--- src/rtl/cheri_pkg.sv ---
// Shared types, defaults and bitmap address helpers for the CHERI tag
// reservation/revocation controller.
package cheri_pkg;

  localparam logic [31:0] HEAP_START_DEFAULT  = 32'h8000_0000;
  localparam logic [31:0] HEAP_END_DEFAULT    = 32'h8004_0000;
  localparam logic [31:0] BITMAP_BASE_DEFAULT = 32'h8F00_0000;

  typedef struct packed {
    logic [4:0]  rd;
    logic [31:0] base;
    logic        need_lookup;
  } trvk_fifo_entry_t;

  typedef enum logic [1:0] {
    ST_IDLE,
    ST_REQ,
    ST_WAIT
  } trvk_state_e;

  // One bitmap bit covers one 8-byte granule; 32 granules per bitmap word.
  function automatic logic [31:0] rv_word_addr(input logic [31:0] base,
                                               input logic [31:0] heap_start,
                                               input logic [31:0] bitmap_base);
    logic [31:0] g;
    g = (base - heap_start) >> 3;
    return bitmap_base + ((g >> 5) << 2);
  endfunction

  function automatic logic [4:0] rv_bit_idx(input logic [31:0] base,
                                            input logic [31:0] heap_start);
    logic [31:0] g;
    g = (base - heap_start) >> 3;
    return g[4:0];
  endfunction

endpackage

--- src/rtl/cheri_trvk_ctrl_if.sv ---
// Returned-capability and revocation-bitmap read-port signals of the
// tag revocation controller.
interface cheri_trvk_ctrl_if;
  import cheri_pkg::*;

  logic        cap_resp_valid;
  logic        cap_resp_ready;
  logic [4:0]  cap_resp_rd;
  logic        cap_resp_tag;
  logic [31:0] cap_resp_base;

  logic        rv_req;
  logic [31:0] rv_addr;
  logic        rv_gnt;
  logic        rv_rvalid;
  logic [31:0] rv_rdata;

  // The controller side.
  modport slave (
    input  cap_resp_valid, cap_resp_rd, cap_resp_tag, cap_resp_base,
    output cap_resp_ready,
    output rv_req, rv_addr,
    input  rv_gnt, rv_rvalid, rv_rdata
  );

  // The LSU / bitmap memory side.
  modport master (
    output cap_resp_valid, cap_resp_rd, cap_resp_tag, cap_resp_base,
    input  cap_resp_ready,
    input  rv_req, rv_addr,
    output rv_gnt, rv_rvalid, rv_rdata
  );

endinterface

--- src/rtl/cheri_trvk_fifo.sv ---
// Small synchronous FIFO of returned capabilities awaiting release;
// the head entry is presented combinationally.
module cheri_trvk_fifo
  import cheri_pkg::*;
#(
  parameter int unsigned Depth = 2
) (
  input  logic             clk_i,
  input  logic             rst_i,
  input  logic             push_i,
  input  trvk_fifo_entry_t data_i,
  input  logic             pop_i,
  output trvk_fifo_entry_t data_o,
  output logic             full_o,
  output logic             empty_o
);

  localparam int unsigned AW = (Depth > 1) ? $clog2(Depth) : 1;
  localparam logic [AW:0] FULL_CNT = Depth[AW:0];

  trvk_fifo_entry_t mem_q [Depth];
  logic [AW-1:0] wr_ptr_q, wr_ptr_d;
  logic [AW-1:0] rd_ptr_q, rd_ptr_d;
  logic [AW:0]   count_q, count_d;
  logic          do_push, do_pop;

  assign full_o  = (count_q == FULL_CNT);
  assign empty_o = (count_q == '0);
  assign data_o  = mem_q[rd_ptr_q];

  assign do_push = push_i & ~full_o;
  assign do_pop  = pop_i & ~empty_o;

  // Depth is a power of two, so the pointers wrap by natural overflow.
  always_comb begin
    wr_ptr_d = wr_ptr_q;
    rd_ptr_d = rd_ptr_q;
    count_d  = count_q;
    if (do_push) wr_ptr_d = wr_ptr_q + 1'b1;
    if (do_pop)  rd_ptr_d = rd_ptr_q + 1'b1;
    case ({do_push, do_pop})
      2'b10:   count_d = count_q + 1'b1;
      2'b01:   count_d = count_q - 1'b1;
      default: count_d = count_q;
    endcase
  end

  always_ff @(posedge clk_i) begin
    if (rst_i) begin
      wr_ptr_q <= '0;
      rd_ptr_q <= '0;
      count_q  <= '0;
    end else begin
      wr_ptr_q <= wr_ptr_d;
      rd_ptr_q <= rd_ptr_d;
      count_q  <= count_d;
    end
  end

  always_ff @(posedge clk_i) begin
    if (do_push) mem_q[wr_ptr_q] <= data_i;
  end

endmodule

--- src/rtl/cheri_trvk_ctrl.sv ---
// Tag reservation/revocation controller: reserves capability-load
// destinations and releases them in order, clearing tags of revoked objects.
module cheri_trvk_ctrl
  import cheri_pkg::*;
#(
  parameter int unsigned FifoDepth  = 2,
  parameter logic [31:0] HeapStart  = HEAP_START_DEFAULT,
  parameter logic [31:0] HeapEnd    = HEAP_END_DEFAULT,
  parameter logic [31:0] BitmapBase = BITMAP_BASE_DEFAULT
) (
  input  logic               clk_i,
  input  logic               rst_i,
  input  logic               ld_issue_i,
  input  logic [4:0]         ld_rd_i,
  cheri_trvk_ctrl_if.slave   bus,
  output logic               trsv_en_o,
  output logic [4:0]         trsv_addr_o,
  output logic               trvk_en_o,
  output logic [4:0]         trvk_addr_o,
  output logic               trvk_clrtag_o,
  output logic               busy_o
);

  trvk_state_e      state_q, state_d;
  trvk_fifo_entry_t push_entry, head;
  logic             push, pop, full, empty;
  logic             rel_en, rel_clr;
  logic             trvk_en_q, trvk_clr_q;
  logic [4:0]       trvk_addr_q;
  logic [31:0]      lookup_addr;
  logic [4:0]       lookup_bit;

  assign trsv_en_o   = ld_issue_i & (ld_rd_i != 5'd0);
  assign trsv_addr_o = ld_rd_i;

  assign bus.cap_resp_ready = ~full;
  assign push = bus.cap_resp_valid & ~full & (bus.cap_resp_rd != 5'd0);

  always_comb begin
    push_entry.rd          = bus.cap_resp_rd;
    push_entry.base        = bus.cap_resp_base;
    push_entry.need_lookup = bus.cap_resp_tag
                           & (bus.cap_resp_base >= HeapStart)
                           & (bus.cap_resp_base <  HeapEnd);
  end

  cheri_trvk_fifo #(
    .Depth (FifoDepth)
  ) u_fifo (
    .clk_i   (clk_i),
    .rst_i   (rst_i),
    .push_i  (push),
    .data_i  (push_entry),
    .pop_i   (pop),
    .data_o  (head),
    .full_o  (full),
    .empty_o (empty)
  );

  // The head stays put for the whole lookup, so the address needs no register.
  assign lookup_addr = rv_word_addr(head.base, HeapStart, BitmapBase);
  assign lookup_bit  = rv_bit_idx(head.base, HeapStart);

  always_comb begin
    state_d     = state_q;
    pop         = 1'b0;
    rel_en      = 1'b0;
    rel_clr     = 1'b0;
    bus.rv_req  = 1'b0;
    bus.rv_addr = '0;
    case (state_q)
      ST_IDLE: begin
        if (!empty) begin
          if (head.need_lookup) begin
            state_d = ST_REQ;
          end else begin
            rel_en = 1'b1;
            pop    = 1'b1;
          end
        end
      end
      ST_REQ: begin
        bus.rv_req  = 1'b1;
        bus.rv_addr = lookup_addr;
        if (bus.rv_gnt) begin
          if (bus.rv_rvalid) begin
            rel_en  = 1'b1;
            rel_clr = bus.rv_rdata[lookup_bit];
            pop     = 1'b1;
            state_d = ST_IDLE;
          end else begin
            state_d = ST_WAIT;
          end
        end
      end
      ST_WAIT: begin
        if (bus.rv_rvalid) begin
          rel_en  = 1'b1;
          rel_clr = bus.rv_rdata[lookup_bit];
          pop     = 1'b1;
          state_d = ST_IDLE;
        end
      end
      default: state_d = ST_IDLE;
    endcase
  end

  always_ff @(posedge clk_i) begin
    if (rst_i) begin
      state_q     <= ST_IDLE;
      trvk_en_q   <= 1'b0;
      trvk_clr_q  <= 1'b0;
      trvk_addr_q <= '0;
    end else begin
      state_q     <= state_d;
      trvk_en_q   <= rel_en;
      trvk_clr_q  <= rel_clr;
      trvk_addr_q <= rel_en ? head.rd : 5'd0;
    end
  end

  assign trvk_en_o     = trvk_en_q;
  assign trvk_addr_o   = trvk_addr_q;
  assign trvk_clrtag_o = trvk_clr_q;
  assign busy_o        = ~empty | (state_q != ST_IDLE);

endmodule

--- src/flat_wrapper.sv ---
// flat-port wrapper written by rule: the top's interface ports become plain ports
module cheri_trvk_ctrl_flat import cheri_pkg::*;
#(
  parameter int unsigned FifoDepth  = 2,
  parameter logic [31:0] HeapStart  = HEAP_START_DEFAULT,
  parameter logic [31:0] HeapEnd    = HEAP_END_DEFAULT,
  parameter logic [31:0] BitmapBase = BITMAP_BASE_DEFAULT
)
  (clk_i, rst_i, ld_issue_i, ld_rd_i, trsv_en_o, trsv_addr_o, trvk_en_o, trvk_addr_o, trvk_clrtag_o, busy_o, bus_cap_resp_valid, bus_cap_resp_rd, bus_cap_resp_tag, bus_cap_resp_base, bus_cap_resp_ready, bus_rv_req, bus_rv_addr, bus_rv_gnt, bus_rv_rvalid, bus_rv_rdata);
  cheri_trvk_ctrl_if bus_i ();
  input  logic clk_i;
  input  logic rst_i;
  input  logic ld_issue_i;
  input  logic [4:0] ld_rd_i;
  output logic trsv_en_o;
  output logic [4:0] trsv_addr_o;
  output logic trvk_en_o;
  output logic [4:0] trvk_addr_o;
  output logic trvk_clrtag_o;
  output logic busy_o;
  input wire logic [$bits(bus_i.cap_resp_valid)-1:0] bus_cap_resp_valid;
  input wire logic [$bits(bus_i.cap_resp_rd)-1:0] bus_cap_resp_rd;
  input wire logic [$bits(bus_i.cap_resp_tag)-1:0] bus_cap_resp_tag;
  input wire logic [$bits(bus_i.cap_resp_base)-1:0] bus_cap_resp_base;
  output wire logic [$bits(bus_i.cap_resp_ready)-1:0] bus_cap_resp_ready;
  output wire logic [$bits(bus_i.rv_req)-1:0] bus_rv_req;
  output wire logic [$bits(bus_i.rv_addr)-1:0] bus_rv_addr;
  input wire logic [$bits(bus_i.rv_gnt)-1:0] bus_rv_gnt;
  input wire logic [$bits(bus_i.rv_rvalid)-1:0] bus_rv_rvalid;
  input wire logic [$bits(bus_i.rv_rdata)-1:0] bus_rv_rdata;
  assign bus_i.cap_resp_valid = bus_cap_resp_valid;
  assign bus_i.cap_resp_rd = bus_cap_resp_rd;
  assign bus_i.cap_resp_tag = bus_cap_resp_tag;
  assign bus_i.cap_resp_base = bus_cap_resp_base;
  assign bus_cap_resp_ready = bus_i.cap_resp_ready;
  assign bus_rv_req = bus_i.rv_req;
  assign bus_rv_addr = bus_i.rv_addr;
  assign bus_i.rv_gnt = bus_rv_gnt;
  assign bus_i.rv_rvalid = bus_rv_rvalid;
  assign bus_i.rv_rdata = bus_rv_rdata;
  cheri_trvk_ctrl #(.FifoDepth(FifoDepth), .HeapStart(HeapStart), .HeapEnd(HeapEnd), .BitmapBase(BitmapBase)) u_core (.clk_i(clk_i), .rst_i(rst_i), .ld_issue_i(ld_issue_i), .ld_rd_i(ld_rd_i), .bus(bus_i), .trsv_en_o(trsv_en_o), .trsv_addr_o(trsv_addr_o), .trvk_en_o(trvk_en_o), .trvk_addr_o(trvk_addr_o), .trvk_clrtag_o(trvk_clrtag_o), .busy_o(busy_o));
endmodule
--- config.mk ---
export PLATFORM = sky130hd
export DESIGN_NAME = cheri_trvk_ctrl_flat
export DESIGN_NICKNAME = d
export VERILOG_FILES = /design/src/rtl/cheri_pkg.sv /design/src/rtl/cheri_trvk_ctrl_if.sv /design/src/rtl/cheri_trvk_fifo.sv /design/src/rtl/cheri_trvk_ctrl.sv /design/src/flat_wrapper.sv
export SDC_FILE = /design/constraint.sdc
export NUM_CORES = 1
export LEC_CHECK = 0
export ABC_AREA = 1
export CAP_MARGIN = 20
export CORE_UTILIZATION = 30
export CTS_BUF_LIST = sky130_fd_sc_hd__clkbuf_16
export DETAILED_ROUTE_END_ITERATION = 16
export GPL_ROUTABILITY_DRIVEN = 0
export SLEW_MARGIN = 20
export SYNTH_ARGS = -nofsm -noshare
export SYNTH_HDL_FRONTEND = slang
export SYNTH_SLANG_ARGS = --single-unit
--- constraint.sdc ---
create_clock -name clk_i -period 7 [get_ports clk_i]
set_input_delay 1.4 -clock clk_i [delete_from_list [all_inputs] [get_ports clk_i]]
set_output_delay 1.4 -clock clk_i [all_outputs]
set_load 0.01 [all_outputs]
* Word level (Yosys, flattened, before mapping)
Memory sizes are Yosys's and may differ from the RTL's. A register that Yosys moved wholly into a read port is not among the register bits.
Cells that the tools add are included.
** Storage, ports and cells
- Bits in registers :: 13
- Bits in writable memories :: 76
- Input port bits :: 81
- Logic and storage cells :: 68
- Memories :: 1
** Cells by class
- Add/sub/neg operators :: 6
- $lt $le $gt $ge :: 3
- Equality and inequality tests :: 9
- Mux-type cells :: 23
- Bitwise operators :: 11
- Reduce and logical (&&, ||, !) cells :: 8
** Memories
- u_core.u_fifo.mem_q :: words 2, bits a word 38, rd ports 1, clocked after memory_dff 1, wr ports 1, RTL line cheri_trvk_fifo.sv:21 : trvk_fifo_entry_t mem_q [Depth];
** Operators with widths (count)
- adder 32 x 26 -> 32 bit (first input constant) :: 1
- >= comparator 32 bit (second input constant) :: 1
- < comparator 32 bit (second input constant) :: 1
- two-way mux 32 bit :: 1
- subtractor 32 bit (second input constant) :: 1
- two-way mux 1 bit :: 12
- two-way mux 2 bit :: 5
- nonzero test 5 bit :: 2
- bitwise AND 1 bit :: 7
- == test 2 bit (second input constant) :: 3
- < comparator 5 x 6 -> 1 bit (second input constant) :: 1
- inequality test 2 bit (second input constant) :: 3
- case mux 2 bit (3 select lines) :: 1
- binary-select mux 1 bit (select 5 bit) :: 1
- == test 2 x 1 -> 1 bit (second input constant) :: 2
- logical NOT 2 bit :: 2
- case mux 2 bit (2 select lines) :: 1
- AND reduction 4 bit :: 1
- nonzero test 2 bit :: 2
- NOT 1 bit :: 3
- case mux 1 bit (3 select lines) :: 1
- adder 1 bit (second input constant) :: 2
- adder 2 x 1 -> 2 bit (second input constant) :: 1
- inequality test 2 x 1 -> 1 bit (second input constant) :: 1
- 4 further kinds :: 4

* Longest topological paths before layout
Gate-level depths: netlist of the first run.
- Depth after elaboration :: 7
- Depth in mapped cells :: 14
- Gate-level depth less buffers :: 14

* Hierarchy
A second synthesis of the first run with hierarchy kept.
** Second synthesis, totals
- Cells, all modules :: 364
- Area total of the unflattened synthesis :: 4187.8 um2
** By module, submodules not included
- cheri_trvk_fifo :: instances 1, cells each 158, area each 3069.2 um2
- cheri_trvk_ctrl :: instances 1, cells each 206, area each 1118.6 um2

* Worst setup path after synthesis of the first run
Ideal clock, no wire load.
- Kind :: input to register
- Start point :: in bus_cap_resp_valid
- End point :: mem u_core.u_fifo.mem_q[1][0] (netlist name) (enable)
- Library setup time :: 429 ps
- Arrival :: 3243 ps
- Required time :: 6571 ps
- Path slack :: 3328 ps
- Cell stages on the path :: 3
- Path through :: a21boi_0 nand2_1 nor2_1
** On the way
- Word-level cells in the longest chain between the ends :: 5
** Ends and longest elaborated chain
- from (decl) :: RTL line flat_wrapper.sv:21 : input wire logic [$bits(bus_i.cap_resp_valid)-1:0] bus_cap_resp_valid;
- bitwise AND 1 bit (2 in series) :: RTL line cheri_trvk_ctrl.sv:37 : assign push = bus.cap_resp_valid & ~full & (bus.cap_resp_rd != 5'd0);
- bitwise AND 1 bit :: RTL line cheri_trvk_fifo.sv:31 : assign do_push = push_i & ~full_o;
- two-way mux 1 bit :: RTL line cheri_trvk_fifo.sv:61 : if (do_push) mem_q[wr_ptr_q] <= data_i;
- two-way mux 1 bit (not written as such) :: RTL line cheri_trvk_fifo.sv:61
- to (decl) :: RTL line cheri_trvk_fifo.sv:21
No other way between the ends.

* Worst setup path after layout of the first run
- Start point :: in ld_rd_i[0]
- End point :: out trsv_en_o
** On the way
- Word-level cells in the longest chain between the ends :: 2
** Ends and longest elaborated chain
- from (decl) :: RTL line flat_wrapper.sv:14 : input logic [4:0] ld_rd_i;
- nonzero test 5 bit :: RTL line cheri_trvk_ctrl.sv:33 : assign trsv_en_o = ld_issue_i & (ld_rd_i != 5'd0);
- bitwise AND 1 bit :: RTL line cheri_trvk_ctrl.sv:33
- to (decl) :: RTL line flat_wrapper.sv:15 : output logic trsv_en_o;
No other way between the ends.

==> tab_implementation.tex, run 1 <==
\begin{tabular}{lr}
\hline
Metric & Value \\
\hline
\multicolumn{2}{l}{\textbf{Outcome}} \\
\quad Run status & complete, no violations \\
\multicolumn{2}{l}{\textbf{Synthesis}} \\
\quad Top cells by count, synth & sky130\_fd\_sc\_hd\_\_edfxtp\_1 (70), sky130\_fd\_sc\_hd\_\_nand2\_1 (67), sky130\_fd\_sc\_hd\_\_nor2\_1 (62) \\
\quad Top-area cell type share of the netlist area & 56.62\% \\
\quad Post-synthesis share of cell area spent on full adders, half adders and majority gates & 2.359\% \\
\quad Number of flops mapped to enable cells by yosys & 70 \\
\quad Syn\_area\_per\_cell & 10.20 um\^{}2 \\
\quad Warnings, synthesis & 0 \\
\quad Combinational family with the most area after synthesis & simple AND/OR/NAND/NOR gates \\
\quad Sequential area share after synthesis & 64.17\% \\
\quad Cell type contributing the most total cell area after synthesis & sky130\_fd\_sc\_hd\_\_edfxtp\_1 \\
\quad Proportion of register bits with asynchronous set or reset after synthesis & 0\% \\
\quad Share of cell area taken by muxes after synthesis & 0\% \\
\quad Most frequent cell after synthesis & sky130\_fd\_sc\_hd\_\_edfxtp\_1 \\
\quad Share of synthesized cell area in and, or, nand and nor gates & 20.80\% \\
\quad Cell variety after synth & 28 \\
\quad Netlist area before placement & 0.003712 mm\^{}2 \\
\quad Synthesized-area fraction occupied by xor and xnor cells & 0\% \\
\quad Main flop type after synthesis & sky130\_fd\_sc\_hd\_\_edfxtp\_1 \\
\quad Top post-synthesis cells by area & sky130\_fd\_sc\_hd\_\_edfxtp\_1 (57\%), sky130\_fd\_sc\_hd\_\_dfxtp\_1 (7.5\%), sky130\_fd\_sc\_hd\_\_nand2\_1 (6.8\%) \\
\quad Compound-gate portion of the synthesized area & 6.404\% \\
\quad FF+latch count, synth & 84 \\
\quad Syn Inst Count & 364 \\
\multicolumn{2}{l}{\textbf{Clocking}} \\
\quad Postcts setup bufs & 0 \\
\quad Number of buffers created by CTS & 9 \\
\quad Worst-Skew Late Latency & 0.33 ns \\
\quad Clock tree from TritonCTS & built \\
\quad Number of gates resized after cts & 0 \\
\quad Reg clk slew, reported paths & 0.07 ns \\
\quad Cell at the root of the clock tree & sky130\_fd\_sc\_hd\_\_clkbuf\_16 \\
\quad Largest buffer count on any clock path & 2 \\
\quad Clock Sinks & 84 \\
\quad \# H-tree levels & 3 \\
\quad Count of hold buffers inserted by post-cts repair & 0 \\
\multicolumn{2}{l}{\textbf{Route}} \\
\quad Average vias per placed instance & 4.478 \\
\quad Total vias in the final route & 2,924 \\
\quad Final routed wirelength across all metal layers & 8657 um \\
\quad Routed wirelength normalized by instance count & 13.26 um \\
\quad Number of DRC violations after detailed routing & 0 \\
\quad Detailed-routing iteration count for the pre-antenna-repair pass & 4 \\
\quad Antenna-violating nets left & 0 \\
\quad Violation count after the first detailed-route iteration & 179 \\
\multicolumn{2}{l}{\textbf{Setup path}} \\
\quad WS Path Type & primary input to output port \\
\quad Worst-path maximum fanout & 2 \\
\quad Critical register-to-register path startpoint & u\_core.state\_q[1] \\
\quad Worst endpoint required time & 5.60 ns \\
\quad Kind of start point of the critical path & primary input \\
\quad Arrival time reported for the critical path endpoint & 3.01 ns \\
\quad Launching element of the worst setup path & ld\_rd\_i[0] \\
\quad CP Capture Type & output port \\
\multicolumn{2}{l}{\textbf{Placement}} \\
\quad Count of input and output buffers & 121 \\
\quad Worst setup timing slack at the placement stage & 2.581 ns \\
\quad DP Wirelength & 5741 um \\
\multicolumn{2}{l}{\textbf{Global route}} \\
\quad Tot GR Track Use & 13.88\% \\
\quad GRT Max-Usage Layer & met2 \\
\quad Met1 Use GR & 17.38\% \\
\quad Fraction of met2 tracks used by global routing & 23.23\% \\
\quad GRT Residual Overflow & 0 \\
\quad Vias in the first global route & 2,763 \\
\quad Antenna violations before repair & 0 \\
\quad Fraction of met3 tracks used by global routing & 3.803\% \\
\quad Wire length of the first global-routing pass & 13,660 um \\
\quad Pin count of the biggest net entering global routing & 41 \\
\multicolumn{2}{l}{\textbf{Finish}} \\
\quad Ant. Diodes & 0 \\
\quad Area Growth Syn to Fin & 46.01\% \\
\quad Fraction of final layout cells sized beyond drive strength 1 & 5.979\% \\
\quad Final design utilization & 44.94\% \\
\quad Fin nets & 568 \\
\multicolumn{2}{l}{\textbf{Timing}} \\
\quad Number of pins exceeding their max-slew limit in the final report & 0 \\
\quad Post-route setup TNS & 0 ns \\
\quad Count of endpoints failing hold in the final timing report & 0 \\
\quad Final period util & 62.97\% \\
\quad Clock skew after layout & 0.008163 ns \\
\quad RSZ-0062 raised after global routing & no \\
\quad Shortest clock period the worst path allows after layout & 4.408 ns \\
\quad Fmax & 226.9 MHz \\
\quad Slack of the critical path & 2.592 ns \\
\quad Slew of the pin with the lowest slew margin & 0.9684 ns \\
\quad Setup violators final & 0 \\
\quad Max-slew headroom & 35.44\% \\
\multicolumn{2}{l}{\textbf{Power and ir drop}} \\
\quad Max VDD drop & 0.0001329 V \\
\quad Leakage & 2.064 nW \\
\quad Power density over cell area & 306.4 mW/mm\^{}2 \\
\multicolumn{2}{l}{\textbf{Min path}} \\
\quad Critical hold path startpoint & u\_core.u\_fifo.rd\_ptr\_q \\
\quad Hold WC Path Type & register to register \\
\multicolumn{2}{l}{\textbf{Die}} \\
\quad Starting utilization of the core area & 30.78\% \\
\quad Floorplan Core Area & 0.01206 mm\^{}2 \\
\quad Boundary pin count & 129 \\
\quad Site Rows & 40 \\
\quad Die Wd & 113.2 um \\
\quad Height of the chip & 113.2 um \\
\quad Die outline area & 0.01282 mm\^{}2 \\
\multicolumn{2}{l}{\textbf{Flow run}} \\
\quad Max-capacitance violation count & 0 \\
\hline
\end{tabular}
[layer usage]
| metal | vias to the layer above | share of wire, % |
|---|---|---|
| met5 | - | 0 |
| met4 | 0 | 0.74 |
| met3 | 6 | 7.0 |
| met2 | 114 | 47 |
| met1 | 1350 | 45 |
| li1 | 1454 | - |
[where the power goes]
part	switching [W]	internal, W	total (W)
clock network	0.000195	0.000308	0.000504
logic	0.000294	0.000228	0.000522
registers	0.0000223	0.000613	0.000635
total	0.000512	0.00115	0.00166
[worst paths after layout]
check	to	slack, ns	cells after the start
worst max register to register	u_core.u_fifo.count_q[1]	4.35	14
worst min-delay path	u_core.u_fifo.rd_ptr_q	0.46	1
worst max-delay path	trsv_en_o	2.59	5
worst min register to register	u_core.u_fifo.rd_ptr_q	0.46	1
[critical path, cell delays in order]
cell,delay [ns]
sky130_fd_sc_hd__clkdlybuf4s50_1,0.43
sky130_fd_sc_hd__or4_1,0.50
sky130_fd_sc_hd__o21ai_0,0.16
sky130_fd_sc_hd__inv_1,0.05
sky130_fd_sc_hd__clkdlybuf4s50_1,0.47
[cell type report]
cell class / count / area, um^2
clock buffer: 12 / 300.3
clock inverter: 4 / 32.53
fill: 1145 / 6641
inverter: 25 / 93.84
multi-input combinational: 236 / 1127
sequential: 84 / 2382
tap: 168 / 210.2
timing repair buffer: 124 / 1274
[stage by stage]
step           power (W)  area [um^2]  hold WS (ns)  std cells
6_report        0.001661         5420        0.4649        653
5_1_grt         0.001770         5420        0.4974        653
3_3_place_gp    0.001154         5032        0.4424        635
3_5_place_dp    0.001164         5032        0.4554        635
4_1_cts         0.001675         5365        0.4686        651
2_1_floorplan  0.0009364         3724        0.4297        367
[state kept, by name, indices dropped and copies added, names as in the netlist, named ones only]
signal and flops:
u_core.u_fifo.wr_ptr_q 1, u_core.u_fifo.mem_q 70, u_core.state_q 2, u_core.u_fifo.rd_ptr_q 1, u_core.trvk_en_o 1, u_core.trvk_clrtag_o 1, u_core.trvk_addr_o 5, u_core.u_fifo.count_q 2
[cell families after synthesis]
| family | after synthesis |
|---|---|
| buf+inv | 47 |
| compound gates | 44 |
| fa+ha+maj | 7 |
| simple gates | 181 |
| flops | 84 |
| other cells | 1 |
[cell usage in the layout (no fill, tap or decap)]
cell type | synthesis | routed
sky130_fd_sc_hd__nand3_1 | 39 | 39
sky130_fd_sc_hd__nor3b_1 | 2 | 2
sky130_fd_sc_hd__o21ai_2 | 1 | 1
sky130_fd_sc_hd__nor3_1 | 2 | 2
sky130_fd_sc_hd__o22ai_1 | 1 | 1
sky130_fd_sc_hd__nor2_1 | 62 | 60
sky130_fd_sc_hd__nand2_4 | 1 | 1
sky130_fd_sc_hd__nand2_2 | 3 | 3
sky130_fd_sc_hd__a21boi_0 | 1 | 1
sky130_fd_sc_hd__inv_6 | 0 | 1
sky130_fd_sc_hd__inv_1 | 23 | 23
sky130_fd_sc_hd__buf_4 | 12 | 1
sky130_fd_sc_hd__nor2_4 | 1 | 3
sky130_fd_sc_hd__edfxtp_1 | 70 | 70
sky130_fd_sc_hd__o21bai_1 | 1 | 1
sky130_fd_sc_hd__conb_1 | 1 | 4
sky130_fd_sc_hd__inv_8 | 0 | 1
sky130_fd_sc_hd__clkbuf_16 | 0 | 12
sky130_fd_sc_hd__ha_1 | 7 | 7
sky130_fd_sc_hd__nor4_1 | 3 | 3
sky130_fd_sc_hd__clkdlybuf4s50_1 | 0 | 121
sky130_fd_sc_hd__o21ai_1 | 2 | 2
sky130_fd_sc_hd__or4_1 | 1 | 1
sky130_fd_sc_hd__buf_16 | 0 | 2
sky130_fd_sc_hd__inv_2 | 2 | 2
sky130_fd_sc_hd__a211oi_1 | 3 | 3
sky130_fd_sc_hd__dfxtp_1 | 14 | 14
sky130_fd_sc_hd__clkinvlp_4 | 0 | 1
sky130_fd_sc_hd__clkinv_2 | 0 | 1
sky130_fd_sc_hd__o21ai_0 | 24 | 24
sky130_fd_sc_hd__a21oi_1 | 11 | 11
sky130_fd_sc_hd__nand2_1 | 67 | 67
Note: power is estimated with default switching activity, not from simulation.
==> inputs of run 2 (changes only) <==
==> constraint.sdc (replaced) <==
create_clock -name clk_i -period 3.7 [get_ports clk_i]
set_input_delay 0.74 -clock clk_i [delete_from_list [all_inputs] [get_ports clk_i]]
set_output_delay 0.74 -clock clk_i [all_outputs]
set_load 0.01 [all_outputs]
==> tab_implementation.tex, run 2 (synthesis results as in run 1) <==
\begin{tabular}{lr}
\hline
Metric & Value \\
\hline
\multicolumn{2}{l}{\textbf{Outcome}} \\
\quad Run status & complete, no violations \\
\multicolumn{2}{l}{\textbf{Global route}} \\
\quad Vias in the first global route & 2,830 \\
\quad Wire length of the first global-routing pass & 14,020 um \\
\quad Tot GR Track Use & 14.32\% \\
\quad Pin count of the biggest net entering global routing & 34 \\
\quad Antenna violations before repair & 0 \\
\quad GRT Residual Overflow & 0 \\
\multicolumn{2}{l}{\textbf{Min path}} \\
\quad Hold WC Path Type & register to register \\
\multicolumn{2}{l}{\textbf{Die}} \\
\quad Die outline area & 0.01282 mm\^{}2 \\
\quad Site Rows & 40 \\
\quad Floorplan Core Area & 0.01206 mm\^{}2 \\
\quad Die Wd & 113.2 um \\
\quad Starting utilization of the core area & 30.78\% \\
\quad Height of the chip & 113.2 um \\
\quad Boundary pin count & 129 \\
\multicolumn{2}{l}{\textbf{Setup path}} \\
\quad Worst endpoint required time & 2.96 ns \\
\quad Cell family with the largest share of critical-path delay & buffers and inverters \\
\quad CP Capture Type & output port \\
\quad Library cell contributing the largest single delay on the critical path & sky130\_fd\_sc\_hd\_\_or4\_1 \\
\quad Cell with the most instances on the worst path & sky130\_fd\_sc\_hd\_\_clkdlybuf4s50\_1 \\
\quad Critical Path, Cell by Cell & clkdlybuf4s50\_1 -> or4\_1 -> o21ai\_0 -> inv\_1 -> clkdlybuf4s50\_1 \\
\quad CP Buf/Inv Count & 3 \\
\quad Kind of start point of the critical path & primary input \\
\quad Worst-path maximum fanout & 2 \\
\quad WS Path Type & primary input to output port \\
\quad Arrival time reported for the critical path endpoint & 2.35 ns \\
\quad CP max stage delay & 0.52 ns \\
\multicolumn{2}{l}{\textbf{Timing}} \\
\quad Final Hold Slack & 0.4651 ns \\
\quad Setup violators final & 0 \\
\quad Shortest clock period the worst path allows after layout & 3.087 ns \\
\quad Final period util & 83.44\% \\
\quad Number of pins exceeding their max-slew limit in the final report & 0 \\
\quad Count of endpoints failing hold in the final timing report & 0 \\
\quad Max-slew headroom & 65.90\% \\
\quad RSZ-0062 raised after global routing & no \\
\quad Fmax & 323.9 MHz \\
\quad Clock skew after layout & 0.006158 ns \\
\quad Slew of the pin with the lowest slew margin & 0.5103 ns \\
\quad Post-route setup TNS & 0 ns \\
\multicolumn{2}{l}{\textbf{Power and ir drop}} \\
\quad Leakage & 2.048 nW \\
\quad Max VDD drop & 0.0002765 V \\
\quad Power density over cell area & 555.1 mW/mm\^{}2 \\
\quad Final Power & 0.002969 W \\
\multicolumn{2}{l}{\textbf{Route}} \\
\quad Total vias in the final route & 2,939 \\
\quad Average vias per placed instance & 4.487 \\
\quad Number of DRC violations after detailed routing & 0 \\
\quad Routed wirelength normalized by instance count & 13.54 um \\
\quad Antenna-violating nets left & 0 \\
\quad Violation count after the first detailed-route iteration & 185 \\
\quad Final routed wirelength across all metal layers & 8867 um \\
\quad Detailed-routing iteration count for the pre-antenna-repair pass & 4 \\
\multicolumn{2}{l}{\textbf{Finish}} \\
\quad Number of flip-flops under the largest register name & 70 \\
\quad Final design utilization & 44.35\% \\
\quad Ant. Diodes & 0 \\
\quad Top library cells by usage in the layout, fill and taps aside & sky130\_fd\_sc\_hd\_\_clkdlybuf4s50\_1 (121), sky130\_fd\_sc\_hd\_\_edfxtp\_1 (70), sky130\_fd\_sc\_hd\_\_nand2\_1 (67), sky130\_fd\_sc\_hd\_\_nor2\_1 (60), sky130\_fd\_sc\_hd\_\_nand3\_1 (39) \\
\quad Area Growth Syn to Fin & 44.08\% \\
\quad Most common cell after layout, fill and taps aside & sky130\_fd\_sc\_hd\_\_clkdlybuf4s50\_1 \\
\quad Fraction of final layout cells sized beyond drive strength 1 & 5.749\% \\
\quad Register containing the most flip-flops in the final layout & u\_core.u\_fifo.mem\_q \\
\quad Fin nets & 570 \\
\multicolumn{2}{l}{\textbf{Clocking}} \\
\quad Clock tree from TritonCTS & built \\
\quad Postcts setup bufs & 0 \\
\quad Number of gates resized after cts & 0 \\
\quad Count of hold buffers inserted by post-cts repair & 0 \\
\quad Reg clk slew, reported paths & 0.06 ns \\
\quad Number of buffers created by CTS & 9 \\
\quad \# H-tree levels & 3 \\
\quad Cell at the root of the clock tree & sky130\_fd\_sc\_hd\_\_clkbuf\_16 \\
\quad Largest buffer count on any clock path & 2 \\
\quad Worst-Skew Late Latency & 0.32 ns \\
\quad Clock Sinks & 84 \\
\multicolumn{2}{l}{\textbf{Flow run}} \\
\quad Max-capacitance violation count & 0 \\
\multicolumn{2}{l}{\textbf{Placement}} \\
\quad Count of input and output buffers & 121 \\
\quad DP Wirelength & 6225 um \\
\hline
\end{tabular}
## run 2: cell types whose count changed in the layout (fill, tap and decap cells not counted), moves of 2 or more
| cell | previous run | this run |
|---|---|---|
| sky130_fd_sc_hd__buf_12 | 0 | 2 |
| sky130_fd_sc_hd__clkbuf_16 | 12 | 9 |
| sky130_fd_sc_hd__buf_4 | 1 | 3 |
| sky130_fd_sc_hd__buf_16 | 2 | 0 |
| sky130_fd_sc_hd__inv_1 | 23 | 26 |
## run 2: worst paths after layout
kind	start	to	slack, ns	depth (start not counted)
max	ld_rd_i[1]	trsv_en_o	0.61	5
min	u_core.u_fifo.rd_ptr_q	u_core.u_fifo.rd_ptr_q	0.47	1
max reg2reg	register	u_core.u_fifo.count_q[1]	1.48	12
min reg2reg	u_core.u_fifo.rd_ptr_q	u_core.u_fifo.rd_ptr_q	0.47	1
## run 2: cell type report
type | instances | area, um^2
multi-input combinational | 236 | 1127
timing repair buffer | 126 | 1274
tap | 168 | 210.2
clock inverter | 7 | 36.28
inverter | 25 | 93.84
clock buffer | 9 | 225.2
fill | 1164 | 6713
sequential | 84 | 2382
## run 2: through the flow
step / instance area, um^2 / instances / worst slack (ns)
final: 5349 / 655 / 0.6126
after global routing: 5349 / 655 / 0.4858
after CTS: 5349 / 655 / 0.5927
after detailed placement: 5087 / 639 / 0.5927
after global placement: 5087 / 639 / 0.5987
after floorplan: 3724 / 367 / 0.6883
## run 2: routing by layer
layer  vias to the layer above  part of all wire, %  GRT usage, %
li1                       1463                    -             -
met1                      1374                   45         17.75
met2                        98                   48         24.50
met3                         4                  6.5         3.910
met4                         0                 0.58         3.947
met5                         -                    0             0
## run 2: report_power, final
| group | switching (W) | internal (W) |
|---|---|---|
| Combinational | 0.000554 | 0.000431 |
| Clock | 0.000332 | 0.000446 |
| Sequential | 0.0000467 | 0.00116 |
==> inputs of run 3 (changes only) <==
==> constraint.sdc (replaced) <==
create_clock -name clk_i -period 2.9 [get_ports clk_i]
set_input_delay 0.58 -clock clk_i [delete_from_list [all_inputs] [get_ports clk_i]]
set_output_delay 0.58 -clock clk_i [all_outputs]
set_load 0.01 [all_outputs]
==> tab_implementation.tex, run 3 (synthesis results as in run 1) <==
\begin{tabular}{lr}
\hline
Metric & Value \\
\hline
\multicolumn{2}{l}{\textbf{Setup path}} \\
\quad Worst-path maximum fanout & 25 \\
\quad Critical Path, Cell by Cell & inv\_1 -> ha\_1 -> buf\_4 -> o21ai\_0 -> nor2\_1 -> clkdlybuf4s50\_1 \\
\quad Library cell contributing the largest single delay on the critical path & sky130\_fd\_sc\_hd\_\_clkdlybuf4s50\_1 \\
\quad Kind of start point of the critical path & register \\
\quad CP Capture Type & output port \\
\quad CP max stage delay & 0.56 ns \\
\quad Arrival time reported for the critical path endpoint & 2.18 ns \\
\quad Worst endpoint required time & 2.32 ns \\
\quad WS Path Type & register to output port \\
\multicolumn{2}{l}{\textbf{Placement}} \\
\quad Placed cells & 643 \\
\quad DP Wirelength & 6268 um \\
\quad Count of input and output buffers & 121 \\
\multicolumn{2}{l}{\textbf{Clocking}} \\
\quad Cell at the root of the clock tree & sky130\_fd\_sc\_hd\_\_clkbuf\_16 \\
\quad Number of gates resized after cts & 0 \\
\quad \# H-tree levels & 3 \\
\quad Clock tree from TritonCTS & built \\
\quad Postcts setup bufs & 0 \\
\quad Count of hold buffers inserted by post-cts repair & 0 \\
\quad Worst-Skew Late Latency & 0.33 ns \\
\quad Number of buffers created by CTS & 9 \\
\quad Clock Sinks & 84 \\
\quad Reg clk slew, reported paths & 0.06 ns \\
\quad Largest buffer count on any clock path & 2 \\
\multicolumn{2}{l}{\textbf{Power and ir drop}} \\
\quad Power density over cell area & 726.7 mW/mm\^{}2 \\
\quad Max VDD drop & 0.0003324 V \\
\quad Leakage & 2.063 nW \\
\multicolumn{2}{l}{\textbf{Global route}} \\
\quad Vias in the first global route & 2,865 \\
\quad GRT Residual Overflow & 0 \\
\quad Tot GR Track Use & 14.23\% \\
\quad Pin count of the biggest net entering global routing & 26 \\
\quad Antenna violations before repair & 0 \\
\quad Wire length of the first global-routing pass & 14,060 um \\
\multicolumn{2}{l}{\textbf{Route}} \\
\quad Antenna-violating nets left & 0 \\
\quad Routed wirelength normalized by instance count & 13.38 um \\
\quad Total vias in the final route & 2,947 \\
\quad Detailed-routing iteration count for the pre-antenna-repair pass & 6 \\
\quad Final routed wirelength across all metal layers & 8819 um \\
\quad Violation count after the first detailed-route iteration & 191 \\
\quad Average vias per placed instance & 4.472 \\
\quad Number of DRC violations after detailed routing & 0 \\
\multicolumn{2}{l}{\textbf{Die}} \\
\quad Die Wd & 113.2 um \\
\quad Die outline area & 0.01282 mm\^{}2 \\
\quad Starting utilization of the core area & 30.78\% \\
\quad Height of the chip & 113.2 um \\
\quad Boundary pin count & 129 \\
\quad Floorplan Core Area & 0.01206 mm\^{}2 \\
\quad Site Rows & 40 \\
\multicolumn{2}{l}{\textbf{Timing}} \\
\quad Number of pins exceeding their max-slew limit in the final report & 0 \\
\quad Count of endpoints failing hold in the final timing report & 0 \\
\quad Post-route setup TNS & 0 ns \\
\quad Clock skew after layout & 0.006827 ns \\
\quad RSZ-0062 raised after global routing & no \\
\quad Shortest clock period the worst path allows after layout & 2.762 ns \\
\quad Final period util & 95.24\% \\
\quad Fmax & 362.0 MHz \\
\quad Setup violators final & 0 \\
\multicolumn{2}{l}{\textbf{Finish}} \\
\quad Number of flip-flops under the largest register name & 70 \\
\quad Ant. Diodes & 0 \\
\quad Fraction of final layout cells sized beyond drive strength 1 & 6.925\% \\
\quad Register containing the most flip-flops in the final layout & u\_core.u\_fifo.mem\_q \\
\quad Most common cell after layout, fill and taps aside & sky130\_fd\_sc\_hd\_\_clkdlybuf4s50\_1 \\
\quad Non-filler cells, final & 659 \\
\quad Top library cells by usage in the layout, fill and taps aside & sky130\_fd\_sc\_hd\_\_clkdlybuf4s50\_1 (121), sky130\_fd\_sc\_hd\_\_edfxtp\_1 (70), sky130\_fd\_sc\_hd\_\_nand2\_1 (67), sky130\_fd\_sc\_hd\_\_nor2\_1 (60), sky130\_fd\_sc\_hd\_\_nand3\_1 (39) \\
\quad Fin nets & 574 \\
\quad Area Growth Syn to Fin & 45.10\% \\
\multicolumn{2}{l}{\textbf{Min path}} \\
\quad Hold WC Path Type & register to register \\
\multicolumn{2}{l}{\textbf{Outcome}} \\
\quad Run status & complete, no violations \\
\multicolumn{2}{l}{\textbf{Flow run}} \\
\quad Max-capacitance violation count & 0 \\
\hline
\end{tabular}
[run 3: where the power goes]
group | internal (W) | leakage (nW) | switching, W | total [W]
sequential | 0.00148 | 0.770 | 0.0000609 | 0.00154
clock | 0.000664 | 0.145 | 0.000450 | 0.00111
combinational | 0.000553 | 1.15 | 0.000707 | 0.00126
total | 0.00270 | 2.06 | 0.00122 | 0.00391
[run 3: stage by stage]
stage	hold slack [ns]	area [um^2]	setup WS, ns	utilization, %	power (W)
after floorplan	0.4297	3724	0.04825	-	0.002260
after global placement	0.4380	5092	0.1132	42.22	0.002812
after detailed placement	0.4465	5092	0.1259	42.22	0.002831
after CTS	0.4559	5385	0.1213	44.65	0.003954
after global routing	0.4693	5386	0.007736	44.66	0.004157
final	0.4571	5386	0.1379	44.66	0.003914
[run 3: final timing paths]
path,from,cells past startpoint,slack (ns),end
worst min-delay path,u_core.u_fifo.rd_ptr_q,1,0.46,register
worst max-delay path,u_core.state_q[1],6,0.14,bus_rv_addr[16]
worst min register to register,u_core.u_fifo.rd_ptr_q,1,0.46,register
worst max register to register,u_core.state_q[1],14,0.89,u_core.u_fifo.count_q[1]
[run 3: area by class of cell]
class / count / area, um^2
inverter: 25 / 93.84
clock buffer: 9 / 225.2
clock inverter: 7 / 67.56
timing repair buffer: 130 / 1279
sequential: 84 / 2384
tap: 168 / 210.2
fill: 1161 / 6675
multi-input combinational: 236 / 1127
[run 3: metal layers]
metal / share of wire, % / global-route usage [%] / vias to the layer above / routed length (um)
met5: 0 / 0 / - / 0
met4: 0.96 / 4.211 / 0 / 85
met3: 8.6 / 4.124 / 7 / 760
met2: 46 / 23.19 / 120 / 4037
met1: 45 / 18.33 / 1350 / 3935
li1: - / - / 1470 / -
[run 3: critical path: cells and delay by family (launching register included)]
| family | cells | cell delay (ns) |
|---|---|---|
| and+or+nand+nor | 1 | 0.17 |
| AOI/OAI and AO/OA | 1 | 0.14 |
| buffers and inverters | 3 | 0.98 |
| adders and majority gates | 1 | 0.23 |
| DFF | 1 | 0.34 |
